## src/rtl/radix4_booth_mult_param.sv

```systemverilog
// Sequential radix-4 (modified Booth) multiplier. Operands are shifted in IN_W bits at a time.
// One Booth digit is retired per clock; the product is exposed whole and as a stepped 16-bit window.
module radix4_booth_mult_param #(
    parameter int WIDTH = 16,
    parameter int IN_W  = 8
) (
    input  logic               clk,
    input  logic               rst,
    input  logic [IN_W-1:0]    in,
    input  logic               getA,
    input  logic               getB,
    input  logic               is_signed,
    input  logic               start,
    input  logic               putOut,
    output logic               busy,
    output logic               done,
    output logic [2*WIDTH-1:0] Res,
    output logic [15:0]        res_slice,
    output logic [1:0]         dbg_state
);

    localparam int EW     = WIDTH + 2;              // extended operand width
    localparam int PW     = WIDTH + 4;              // accumulator holds +/-2M without overflow
    localparam int N      = WIDTH / 2 + 1;          // Booth digits in an EW-bit multiplier
    localparam int CNT_W  = $clog2(N + 1);
    localparam int SLICES = 2 * WIDTH / 16;
    localparam int PTR_W  = (SLICES > 1) ? $clog2(SLICES) : 1;
    localparam logic [CNT_W-1:0] LAST_CNT  = CNT_W'(N - 1);
    localparam logic [PTR_W-1:0] LAST_PTR  = PTR_W'(SLICES - 1);

    typedef enum logic [1:0] {IDLE, LOAD, RUN, DONE} state_t;

    state_t             state, state_nx;
    logic [WIDTH-1:0]   a_reg, b_reg;
    logic [EW-1:0]      m_reg, q_reg;
    logic               qm1;
    logic [PW-1:0]      p_reg;
    logic [CNT_W-1:0]   count;
    logic [PTR_W-1:0]   ptr;
    logic               mode;

    logic               idle_like, accept;
    logic [WIDTH+IN_W-1:0] a_cat, b_cat;
    logic [PW-1:0]      m_ext, pp, p_sum, p_nx;
    logic [EW-1:0]      q_nx;
    logic [2*WIDTH-1:0] prod_nx;

    // Handshake: start is accepted only in IDLE/DONE (busy=0); done stays high from
    // completion until the next accepted start, so a level or a pulse both work.
    assign idle_like = (state == IDLE) || (state == DONE);
    assign accept    = idle_like && start;

    assign a_cat = {in, a_reg};
    assign b_cat = {in, b_reg};

    always_comb begin
        state_nx = state;
        case (state)
            IDLE, DONE: if (start) state_nx = LOAD;
            LOAD:       state_nx = RUN;
            RUN:        if (count == LAST_CNT) state_nx = DONE;
            default:    state_nx = IDLE;
        endcase
    end

    // Booth recoding of {Q[1],Q[0],q_-1} followed by the 2-bit arithmetic right shift.
    assign m_ext = {{2{m_reg[EW-1]}}, m_reg};
    always_comb begin
        pp = '0;
        case ({q_reg[1:0], qm1})
            3'b001, 3'b010: pp = m_ext;
            3'b011:         pp = m_ext << 1;
            3'b100:         pp = -(m_ext << 1);
            3'b101, 3'b110: pp = -m_ext;
            default:        pp = '0;
        endcase
    end

    assign p_sum   = p_reg + pp;
    assign p_nx    = {{2{p_sum[PW-1]}}, p_sum[PW-1:2]};
    assign q_nx    = {p_sum[1:0], q_reg[EW-1:2]};
    assign prod_nx = {p_nx[WIDTH-3:0], q_nx};

    always_ff @(posedge clk or negedge rst) begin
        if (!rst) begin
            state <= IDLE;
        end else begin
            state <= state_nx;
        end
    end

    always_ff @(posedge clk or negedge rst) begin
        if (!rst) begin
            a_reg <= '0;
            b_reg <= '0;
            m_reg <= '0;
            q_reg <= '0;
            qm1   <= 1'b0;
            p_reg <= '0;
            count <= '0;
            ptr   <= '0;
            mode  <= 1'b0;
            Res   <= '0;
        end else begin
            if (idle_like) begin
                if (getA) a_reg <= a_cat[WIDTH+IN_W-1:IN_W];
                if (getB) b_reg <= b_cat[WIDTH+IN_W-1:IN_W];
            end
            if (accept) mode <= is_signed;
            case (state)
                LOAD: begin
                    m_reg <= {{2{mode & a_reg[WIDTH-1]}}, a_reg};
                    q_reg <= {{2{mode & b_reg[WIDTH-1]}}, b_reg};
                    qm1   <= 1'b0;
                    p_reg <= '0;
                    count <= '0;
                end
                RUN: begin
                    p_reg <= p_nx;
                    q_reg <= q_nx;
                    qm1   <= q_reg[1];
                    count <= count + CNT_W'(1);
                    if (count == LAST_CNT) begin
                        Res <= prod_nx;
                        ptr <= '0;
                    end
                end
                DONE: begin
                    if (putOut && !start) ptr <= (ptr == LAST_PTR) ? '0 : ptr + PTR_W'(1);
                end
                default: ;
            endcase
        end
    end

    assign busy      = (state == LOAD) || (state == RUN);
    assign done      = (state == DONE);
    assign res_slice = Res[{ptr, 4'b0000} +: 16];
    assign dbg_state = state;

endmodule

```

## config.mk

```make
export PLATFORM = sky130hd
export DESIGN_NAME = radix4_booth_mult_param
export DESIGN_NICKNAME = d
export VERILOG_FILES = /design/src/rtl/radix4_booth_mult_param.sv
export SDC_FILE = /design/constraint.sdc
export NUM_CORES = 1
export LEC_CHECK = 0
export ABC_CLOCK_PERIOD_IN_PS = 5000
export BUFFER_PORTS_ARGS = -buffer_cell sky130_fd_sc_hd__buf_4
export CAP_MARGIN = 20
export CORE_MARGIN = 2
export CORE_UTILIZATION = 45
export DETAILED_ROUTE_END_ITERATION = 8
export PLACE_DENSITY = 0.72
export SYNTH_ARGS = -nofsm -noshare
export SYNTH_HDL_FRONTEND = slang
export SYNTH_SLANG_ARGS = --single-unit
```

## constraint.sdc

```tcl
create_clock -name clk -period 5 [get_ports clk]
set_input_delay 0.25 -clock clk [delete_from_list [all_inputs] [get_ports clk]]
set_output_delay 0.25 -clock clk [all_outputs]
set_load 0.03 [all_outputs]
```

Word-level counts from Yosys, hierarchy flattened
Cells that the tools add are included.

Register bits after elaboration: 128. Input bits: 15. Output and inout port bits: 52. Word-level logic and storage cells: 60.

Add/subtract/negate cells: 5. Equal/unequal tests: 13. Shifts and indexed selects: 1. Mux-type cells: 12. Bitwise gates (word level): 2. Reduce and logical (&&, ||, !) cells: 16.

Operator list (count): 20-bit case mux with 4 select lines (1); 20-bit negator (2); 20-bit case mux with 2 select lines (1); 18-bit case mux with 2 select lines (1); 32-bit by 6-bit variable part select with 16-bit output (1); 20-bit adder (1); 3-bit equality test, second input constant (3); 4-bit case mux with 2 select lines (1); 2-bit AND reduction (4); 3-bit by 2-bit equality test with 1-bit output, second input constant (2); 2-bit case mux with 3 select lines (1); 2-bit OR reduction (3); 4-bit by 1-bit adder with 4-bit output, second input constant (1); 2-bit equality test, second input constant (2); 4-bit equality test, second input constant (1); 2-bit two-way mux (2); 2-bit != test, second input constant (2); 1-bit case mux with 2 select lines (2); 2-bit nonzero test (2); 3-bit by 1-bit equality test with 1-bit output, second input constant (1); 1-bit two-way mux (3); 3-bit AND reduction (1); 1-bit bitwise AND (2); 2-bit by 1-bit equality test with 1-bit output, second input constant (1); other kinds (6) (8).

Longest topological paths before layout
Word-level depth: 5. Depth in mapped cells: 18. Depth with buffers taken out: 17.

Worst setup path before layout
No wires, ideal clock.

Kind: register to register. Start: register m_reg[0]. End: register p_reg[18]. Arrival: 4.009 ns. Data required time: 4.868 ns. Setup slack: 0.860 ns. Stages on the path, launching flop included: 19. Period minus slack after synthesis: 4.140 ns. Cells stage by stage: dfrtp_1 > inv_1 > ha_1 > or4b_4 > or2_1 > buf_2 > or4_1 > xor2_1 > o21ai_2 > o21ai_1 > a21o_1 > ha_1 > a211o_1 > a21oi_1 > o211ai_1 > o32a_1 > o31ai_1 > mux2i_1 > o211ai_1.

Word-level cells in the longest chain between the ends: 4.

Ends and longest elaborated chain: start: declaration (RTL line 35) `logic [EW-1:0] m_reg, q_reg;`; start signal: assignment (RTL line 112) `m_reg <= {{2{mode & a_reg[WIDTH-1]}}, a_reg};`; 20-bit negator (on tied branches) (RTL line 74, 73); 20-bit case mux with 4 select lines (*) (RTL line 70) `case ({q_reg[1:0], qm1})`; 20-bit adder (*) (RTL line 79) `assign p_sum = p_reg + pp;`; 20-bit case mux with 2 select lines (*) (RTL line 110) `case (state)`; end signal: assignment (RTL line 119) `p_reg <= p_nx;`; end: declaration (RTL line 37) `logic [PW-1:0] p_reg;`.

Mark *: on every way between the ends. The rest lies on a longest branch, timed or not. A chain may end at the register's enable or synchronous reset.

Worst setup path in the final report
Same ends and word-level chain as after synthesis.

==> out/results.tsv <==
stage	metric	value	unit
pwr	Comb pwr share	46.8	%
synth	number of synthesized flops with an enable pin	0	
detailed_routing	drt first-iter violations	312	
pwr	LEAKAGE	3.88	nW
timing	Final Hold Slack	0.0693	ns
timing	Max Slew Vio Count	0	
detailed_routing	ANT nets after route	0	
synth	post-synth cell types	68	
pwr	Internal	3.26	mW
global_route	grt met3 use	4.80	%
cells_and_area	final instance area	8460	um2
global_route	first-pass GRT wire length	28.6	mm
cells_and_area	area grow syn2layout	17.7	%
floorplanning	Chip Width	130	um
worst_setup_path	crit-path leading delay family	compound AO/OA/AOI/OAI gates	
global_route	met2 Resource Use GR	34.3	%
timing	actual slew at the worst max-slew pin	0.939	ns
floorplanning	Initial Util	45.6	%
worst_setup_path	RR Endpoint	p_reg[18]$_DFFE_PN0P_	
cells_and_area	n_diodes	0	
detailed_routing	Post-Route WL	17.5	mm
timing	Sum Neg Setup Slack	0	ns
worst_setup_path	CP max stage cell	or4b_4	
cells_and_area	final net count	813	
synth	Yosys reg bits	126	
timing	worst setup margin	0.517	ns
synth	Synth async-reset ratio	100	%
clock_network	Worst-path clk slew	0.07	ns
detailed_routing	drt pass-1 iters	5	
worst_setup_path	WP data arrival	4.79	ns
floorplanning	Core ar.	15800	um2
pwr	worst vdd ir	0.391	mV
clock_network	TritonCTS buffer count	17	
worst_setup_path	worst-path cell chain	inv_1 -> ha_1 -> or4b_4 -> or2_1 -> or4_1 -> xor2_1 -> a22oi_1 -> a21oi_1 -> ha_1 -> o21a_1 -> a21oi_1 -> o211ai_1 -> o32a_1 -> o31ai_1 -> mux2i_1 -> o211ai_1	
clock_network	Sink Count	126	
timing	Slew headroom	37.4	%
global_route	GRT busiest layer	met2	
pwr	PwrDens	686	nW/um2
timing	Final Setup Violations	0	
run	max_cap viols	0	
placed_design	Final HPWL DP	12.1	mm
placed_design	worst slack, placed	0.572	ns
synth	Seq/Total Area, Yosys	43.8	%
timing	Clock Skew	0.0127	ns
synth	Synth Area per Inst	9.98	um2
placed_design	number of placed instances, taps included	967	
cells_and_area	Final Util	53.7	%
worst_setup_path	Crit Path Class	reg -> reg	
synth	Netlist Area Pre-Place	7190	um2
synth	Post-synth top flop	dfrtp_1	
pwr	power share of the clock group	21.6	%
global_route	initial antenna violation count	0	
detailed_routing	Wirelength per Cell	17.5	um
synth	Area contributors post-synth	dfrtp_1 (44%), mux2_2 (13%), nand2_1 (5.2%), o21ai_0 (5.1%), ha_1 (4.3%)	
cells_and_area	commonest non-fill, non-tap cells in the layout	dfrtp_1 (126), nand2_1 (100), mux2_2 (85)	
timing	Final Hold Violating Endpoints	0	
run_status	status	complete, no violations	
clock_network	Clk Latency, worst-skew pair	0.43	ns
worst_setup_path	crit path capture type	flop	
global_route	met1 Use GR	30.4	%
cells_and_area	max FFs per register	32	
placed_design	# port buffers	66	
timing	RSZ-0062 raised after global routing	no	
global_route	largest net degree at the start of global routing	79	
detailed_routing	DR vias	5665	
detailed_routing	drt drc	0	
timing	Tmin final	4.48	ns
pwr	P_sw	2.54	mW
worst_setup_path	Reg2Reg Launch Point	m_reg[0]$_DFFE_PN0N_	
clock_network	CTS tree	yes	
timing	Tcrit/Tclk final	89.7	%
pwr	switching part of the total	43.8	%
worst_setup_path	Critical Path Max Stage Delay	0.52	ns
worst_setup_path	Reg2Reg Setup Slack	0.52	ns
global_route	Remaining Overflow, GRT	0	
worst_hold_path	Hold Path End	mode$_DFFE_PN0P_	
floorplanning	die area	17000	um2
cells_and_area	layout cells sized above 1	26.4	%
timing	highest clock rate	223	MHz
worst_setup_path	CP Buf/Inv Count	1	
cells_and_area	Final Instance Count excl. Fillers	1001	
clock_network	Setup Buffers After CTS	0	
placed_design	area post-placement	7840	um2
worst_hold_path	critical hold path startpoint	is_signed	
global_route	number of global-route vias before repair	5398	
cells_and_area	most common cell after layout, fill and taps aside	dfrtp_1	
worst_setup_path	cells on worst reg2reg path	16	
global_route	GRT Total Usage	21.8	%
worst_setup_path	WP data required	5.31	ns
pwr	Flop pwr share	31.6	%
floorplanning	IO Pins	67	
worst_setup_path	CP max FO	11	
detailed_routing	DR vias/cell	5.66	
clock_network	CTS H-tree lvls	4	
clock_network	Longest Clk Path Bufs	2	
floorplanning	Cell Rows	46	
worst_hold_path	hold path depth	2	
synth	Syn Nets	762	
worst_hold_path	Hold Path Class	in -> reg	
clock_network	post-CTS resize count	0	
synth	Synth top area share	43.8	%
worst_setup_path	Critical Path Start Type	flop	
placed_design	routability cong.	0.867	
synth	Yosys Warn Count	0	
synth	dominant cell type by area after synthesis	dfrtp_1	
floorplanning	die height	130	um
synth	cell count after synthesis	721	
pwr	total power	5.81	mW
clock_network	CTS root buffer	clkbuf_16	
[repair_timing]
action / CTS / global route
endpoints found under the setup margin: 0 / 0
endpoints found under the hold margin: 0 / 41
hold buffers: 0 / 1
[final cells by class]
| class | instances | area (um2) |
|---|---|---|
| multi-input combinational | 538 | 3810 |
| clock inverter | 15 | 170 |
| sequential | 126 | 3150 |
| timing repair buffer | 76 | 586 |
| tap | 216 | 270 |
| clock buffer | 17 | 425 |
| fill | 1441 | 7310 |
| inverter | 13 | 48.8 |
[worst max-delay path by stage]
| stage | startpoint | end | slack (ns) | cells after the start |
|---|---|---|---|---|
| 6_report | m_reg[0]$_DFFE_PN0N_ | p_reg[18]$_DFFE_PN0P_ | 0.52 | 16 |
| 5_1_grt | m_reg[0]$_DFFE_PN0N_ | p_reg[18]$_DFFE_PN0P_ | 0.18 | 15 |
| 3_3_place_gp | m_reg[0]$_DFFE_PN0N_ | p_reg[18]$_DFFE_PN0P_ | 0.68 | 16 |
| 4_1_cts | m_reg[0]$_DFFE_PN0N_ | p_reg[18]$_DFFE_PN0P_ | 0.57 | 17 |
| 3_5_place_dp | m_reg[0]$_DFFE_PN0N_ | p_reg[18]$_DFFE_PN0P_ | 0.57 | 17 |
| 2_1_floorplan | m_reg[0]$_DFFE_PN0N_ | p_reg[18]$_DFFE_PN0P_ | 0.86 | 18 |
[power by group through the flow]
stage	registers (mW)	clock network, mW	logic, mW
2_1_floorplan	1.61	0	2.23
3_3_place_gp	1.83	0	2.64
3_5_place_dp	1.84	0	2.68
4_1_cts	1.83	1.27	2.71
5_1_grt	1.89	1.32	3.01
6_report	1.84	1.25	2.72
[layer usage]
| layer | share of wire [%] | vias to the layer above |
|---|---|---|
| met3 | 5.0 | 26 |
| li1 | - | 2707 |
| met1 | 46 | 2798 |
| met5 | 0 | - |
| met2 | 47 | 134 |
| met4 | 1.8 | 0 |
[cells by family (layout without fill, tap and decap cells)]
kind of cell / Yosys count / count (layout) / synth area share, %
simple gates: 197 / 197 / 13.1
buf+inv: 57 / 121 / 3.23
xor+xnor: 26 / 26 / 3.17
flops: 126 / 126 / 43.8
fa+ha+maj: 26 / 26 / 4.63
mux: 106 / 106 / 16.2
compound gates: 183 / 183 / 15.8
[cells in the mapped netlist, types with 3 or more instances]
master,instances
a211oi_1,5
a21o_1,11
a21oi_1,35
a221oi_1,3
a22oi_1,7
a31oi_1,3
and2_1,3
buf_1,3
buf_2,5
clkbuf_1,33
dfrtp_1,126
ha_1,25
inv_1,13
mux2_2,85
mux2i_1,21
nand2_1,100
nand2b_1,7
nand3_1,7
nor2_1,32
nor2b_1,6
nor3_1,11
nor3b_1,4
o2111ai_1,3
o211ai_1,5
o21a_1,6
o21ai_0,74
o22ai_1,3
o31ai_1,5
or4_1,4
or4_4,3
xnor2_1,20
xor2_1,6
(Power assumes the default switching activity.)
